===== src/rtl/fetch_stage.sv =====
// Instruction-fetch stage: owns the PC, applies branch/jump redirects and stalls,
// and registers the fetched word into IF/ID until the halt word is seen.
module fetch_stage #(
   parameter logic [31:0] RESET_PC  = 32'h0000_0000,
   parameter logic [31:0] HALT_WORD = 32'hFFFF_FFFF
) (
   input  logic        Clk,
   input  logic        Reset_n,
   output logic [31:0] Read_Address,
   input  logic [31:0] Instruction,
   input  logic        Stall,
   input  logic        Branch_Taken,
   input  logic [31:0] Branch_Target,
   input  logic        Jump,
   input  logic [31:0] Jump_Target,
   output logic [31:0] IFID_Instruction,
   output logic [31:0] IFID_PC_Plus1,
   output logic        IFID_Valid,
   output logic        Halted,
   output logic [31:0] Fetch_Count
);

   typedef enum logic {
      RUN,
      HALT
   } state_e;

   state_e      state_q, state_d;
   logic [31:0] pc_q, pc_d;
   logic [31:0] ins_q, ins_d;
   logic [31:0] pcp1_q, pcp1_d;
   logic        valid_q, valid_d;
   logic [31:0] cnt_q, cnt_d;

   logic        redirect;
   logic [31:0] redirect_pc;
   logic [31:0] pc_plus1;

   assign redirect    = Branch_Taken | Jump;
   assign redirect_pc = Branch_Taken ? Branch_Target : Jump_Target;
   assign pc_plus1    = pc_q + 32'd1;

   // Redirect is checked first in both states; HALT ignores Stall entirely.
   always_comb begin
      state_d = state_q;
      pc_d    = pc_q;
      ins_d   = ins_q;
      pcp1_d  = pcp1_q;
      valid_d = valid_q;
      cnt_d   = cnt_q;

      if (redirect) begin
         pc_d    = redirect_pc;
         ins_d   = '0;
         pcp1_d  = '0;
         valid_d = 1'b0;
         state_d = RUN;
      end else if (state_q == HALT) begin
         ins_d   = '0;
         pcp1_d  = '0;
         valid_d = 1'b0;
      end else if (Stall) begin
         state_d = state_q;
      end else if (Instruction == HALT_WORD) begin
         ins_d   = '0;
         pcp1_d  = '0;
         valid_d = 1'b0;
         state_d = HALT;
      end else begin
         pc_d    = pc_plus1;
         ins_d   = Instruction;
         pcp1_d  = pc_plus1;
         valid_d = 1'b1;
         cnt_d   = cnt_q + 32'd1;
      end
   end

   always_ff @(posedge Clk or negedge Reset_n) begin
      if (!Reset_n) begin
         state_q <= RUN;
         pc_q    <= RESET_PC;
         ins_q   <= '0;
         pcp1_q  <= '0;
         valid_q <= 1'b0;
         cnt_q   <= '0;
      end else begin
         state_q <= state_d;
         pc_q    <= pc_d;
         ins_q   <= ins_d;
         pcp1_q  <= pcp1_d;
         valid_q <= valid_d;
         cnt_q   <= cnt_d;
      end
   end

   assign Read_Address     = pc_q;
   assign IFID_Instruction = ins_q;
   assign IFID_PC_Plus1    = pcp1_q;
   assign IFID_Valid       = valid_q;
   assign Halted           = (state_q == HALT);
   assign Fetch_Count      = cnt_q;

endmodule

===== config.mk =====
export PLATFORM = sky130hd
export DESIGN_NAME = fetch_stage
export DESIGN_NICKNAME = d
export VERILOG_FILES = /design/src/rtl/fetch_stage.sv
export SDC_FILE = /design/constraint.sdc
export NUM_CORES = 1
export LEC_CHECK = 0
export CORE_MARGIN = 2
export CORE_UTILIZATION = 46
export DETAILED_ROUTE_END_ITERATION = 7
export GPL_ROUTABILITY_DRIVEN = 1
export HOLD_SLACK_MARGIN = 0.15
export PLACE_DENSITY = 0.81
export SLEW_MARGIN = 20
export SYNTH_ARGS = -nofsm -noshare
export SYNTH_HDL_FRONTEND = slang
export SYNTH_SLANG_ARGS = --single-unit

===== constraint.sdc =====
create_clock -name Clk -period 2.83 [get_ports Clk]
set_input_delay 0.4245 -clock Clk [delete_from_list [all_inputs] [get_ports Clk]]
set_output_delay 0.4245 -clock Clk [all_outputs]
set_load 0.005 [all_outputs]

Yosys cells after proc, flatten, opt, wreduce, memory -nomap -nowiden
Index checks and enable logic that the tools add are counted.
Widths: inputs -> output; s select.

operators by class
  equality and inequality tests = 5
  reduce and logical (&&, ||, !) cells = 2
  bitwise gates (word level) = 5
  add/subtract/negate cells = 2
  mux-type cells = 21

operators by type and width
  kind                   count
  $mux 32                13
  $add 32x1->32 const B  2
  $eq 32x32->1 const B   1
  $mux 1                 8
  $ne 2x1->1 const B     2
  $not 1->1              4
  $reduce_and 4->1       1
  $ne 3x1->1 const B     1
  $reduce_and 3->1       1
  $ne 2x2->1 const B     1
  $or 1x1->1             1

storage, ports and cells
  word-level logic and storage cells = 41
  output and inout bits = 130
  register bits after elaboration = 130

Depth between registers and ports, before layout
  depth in word-level cells = 5
  depth in mapped cells = 8
  mapped depth without buffers = 6

Least setup slack after synthesis
OpenSTA, ideal clock, no wires.

  kind = input to register
  start = input Instruction[15]
  end = register ins_q[22] (netlist: IFID_Instruction[22])
  stages = 7
  path slack = 0.751 ns
  buffers on the path = 2
  arrival = 1.958 ns
  cell sequence = nand4_1 nor4_2 nand3_1 and2_1 buf_2 buf_2 a22o_1

on the way
  longest elaborated chain between the ends = 5

ends and longest elaborated chain
  element                 RTL line  RTL
  start: declaration      10        input logic [31:0] Instruction,
  $eq 32x32->1            64        end else if (Instruction == HALT_WORD) begin
  $mux 32                 64
  $mux 32                 62        end else if (Stall) begin
  $mux 32                 58        end else if (state_q == HALT) begin
  $mux 32                 52        if (redirect) begin
  end signal: assignment  89        ins_q <= ins_d;
  end: declaration        30        logic [31:0] ins_q, ins_d;

No other way between the ends. The select of a mux whose other input is x is not followed.
A chain may end at the register's enable or synchronous reset.

Worst setup path in the final report
  start = register pc_q[1] (netlist: Read_Address[1])
  end = register pc_q[26] (netlist: Read_Address[26])

on the way
  longest elaborated chain between the ends = 5

ends and longest elaborated chain
  element                   RTL line  RTL
  start: declaration        29        logic [31:0] pc_q, pc_d;
  start signal: assignment  88        pc_q <= pc_d;
  $add 32x1->32             41        assign pc_plus1 = pc_q + 32'd1;
  $mux 32                   64
  $mux 32                   62
  $mux 32                   58
  $mux 32                   52

No other way between the ends. The select of a mux whose other input is x is not followed.

==> metrics.txt <==
Yosys reg bits 130; period utilization 0.8406; WL per Instance 18.82 um; CP max FO 5; Reg clk slew, reported paths around 60 ps; Relative slew margins 0.5685; status completed; most common cell after layout, fill and taps aside clkdlybuf4s50_1; Arr. time, crit path roughly 2700 ps; drt initial violations 516; FF/Latch Area 3253 um^2; slew of the pin with the lowest slew margin roughly 640 ps; Via density just under 6; filler cell count around 1.1k; final instance area roughly 10000 um^2; final hold vios 0; nets just over 1k; Tot Pwr around 5.3 mW; power density cells around 540 nW/um^2; post-synthesis sequential area ratio 0.4888; H-tree depth 4; count of final setup violators 0; syn nets roughly 780; port bufs 230; antenna-violating nets left 0; Final Max Tran Viols 0; Die Area 15450 um^2; cell area after synthesis between 6000 and 7000 um^2; fraction of registers with async set/reset 1.000; gpl congestion 0.8726; Unique masters post-synth 59; Worst Clk Skew between 8 and 9 ps; WHS between 400 and 500 ps; initial antenna violation count 0; FP Rows 43; CTS tree yes; largest net degree at the start of global routing 50; Post-CTS Setup Repair Bufs 0; Post-DP Area ~9300 um^2; clock latency on the worst-skew pair ~420 ps; Syn Area/Cell 9.845 um^2; WL final around 21000 um; DRC 0; Vias 6394; number of global-route vias before repair between 6k and 7k; hold buffer count at cts 1; layout cell share with drive strength beyond 1 0.09503; largest buffer count on any clock path 2; global-route usage over all layers 0.2724; Peak VDD IR about 0.00039 V; Sink Count 130; antenna cells 0; Core ar. 13990 um^2; fin worst setup slack roughly 450 ps; Startpoint Class register; Area Overhead vs Synth 49.46%; global-route wire length before repair roughly 34000 um; area of the multi-input gates roughly 3200 um^2; worst min-delay path class register to register; Setup crit end kind register; YS warnings 0; number of flops mapped to enable cells by yosys 0; Die W between 100 and 150 um; RSZ-0062 raised after global routing no; Synth Instances 676; CTS root buf clkbuf_16; fmax approximately 420 MHz; Crit Path Category register to register; Synth Flop Type dfrtp_1; Pleak between 4 and 5 nW; # IOs 231; CP required 3140 ps; most frequent cells in the layout clkdlybuf4s50_1 (229), dfrtp_1 (130), nand2_1 (83); Final HPWL DP 14670 um; DR pass1 iterations 7; max_cap viols 0; Starting Density 0.4758; Gates resized, CTS repair 0; final global-route overflow total 0; pre-CTS setup slack 164.4 ps; CTS buffer count 17; Tmin final between 2000 and 2500 ps; Chip Height between 100 and 150 um; setup TNS 0 ps
[stage by stage]
step / cells / utilization
floorplan: 676 / -
global placement: 1074 / 0.6663
detailed placement: 1074 / 0.6663
CTS: 1106 / 0.7111
global route: 1106 / 0.7111
finish: 1106 / 0.7111
[registers in the layout, indices dropped and copies added, names as in the netlist]
| name | flops |
|---|---|
| Fetch_Count | 32 |
| IFID_Instruction | 32 |
| IFID_PC_Plus1 | 32 |
| Halted | 1 |
| IFID_Valid | 1 |
| Read_Address | 32 |
[layer usage]
| metal | part of all wire | up-vias | wire, um | track usage |
|---|---|---|---|---|
| met1 | 0.43 | 3107 | 8947 | 0.3614 |
| met5 | 0 | - | 0 | 0 |
| li1 | - | 2972 | - | - |
| met4 | 0.028 | 0 | 580 | 0.1044 |
| met2 | 0.47 | 269 | 9872 | 0.4317 |
| met3 | 0.068 | 46 | 1419 | 0.06873 |
[where the power goes]
part / internal, mW / leakage (nW) / switching, mW / total [mW]
Sequential: 1.98 / 1.72 / 0.171 / 2.15
Clock: 1.47 / 0.292 / 0.837 / 2.31
Combinational: 0.511 / 2.01 / 0.384 / 0.895
Total: 3.96 / 4.02 / 1.39 / 5.35
[worst paths after layout]
path                                 startpoint                end  slack, ps  depth (start not counted)
worst max register to register  Read_Address[1]   Read_Address[26]        450                          6
worst min register to register  Fetch_Count[31]    Fetch_Count[31]        480                          1
worst max-delay path            Read_Address[1]   Read_Address[26]        450                          6
min in group asynchronous               Reset_n  IFID_PC_Plus1[17]        520                          2
worst min-delay path            Fetch_Count[31]    Fetch_Count[31]        480                          1
max in group asynchronous               Reset_n     Fetch_Count[4]       1530                          3
[cells by family after synthesis]
group           count (synthesis)  synth area share
simple gates                  250            0.1967
compound gates                165            0.1760
flops                         130            0.4888
xor+xnor                       61           0.08028
buf+inv                        56           0.03497
mux                            12           0.01955
fa+ha+maj                       2          0.003760
[layout make-up]
cell class / instances / area share
Sequential cell: 130 / 0.3270
Clock buffer: 18 / 0.04314
Inverter: 13 / 0.004906
Timing Repair Buffer: 262 / 0.2635
Tap cell: 180 / 0.02264
Clock inverter: 13 / 0.01887
Multi-Input combinational cell: 490 / 0.3199
[critical path: stages, from the launching register on]
cell and delay (ps):
dfrtp_1 430, ha_1 280, nand4_1 310, or3_1 500
nor3_1 390, a211oi_1 130, a311oi_1 230
[cells in the mapped netlist, types with 13 or more instances]
| cell | n | area (um^2) |
|---|---|---|
| a21oi_1 | 13 | 65.06 |
| a22o_1 | 44 | 385.4 |
| a31oi_1 | 19 | 118.9 |
| and3_1 | 13 | 81.33 |
| clkbuf_1 | 23 | 86.33 |
| dfrtp_1 | 130 | 3253 |
| nand2_1 | 83 | 311.6 |
| nand3_1 | 36 | 180.2 |
| nand4_1 | 30 | 187.7 |
| nor2_1 | 29 | 108.9 |
| nor3_1 | 16 | 80.08 |
| o21ai_0 | 34 | 170.2 |
| o22ai_1 | 15 | 93.84 |
| xnor2_1 | 47 | 411.6 |
| xor2_1 | 14 | 122.6 |
No activity file was read; power rests on OpenSTA's default activity.
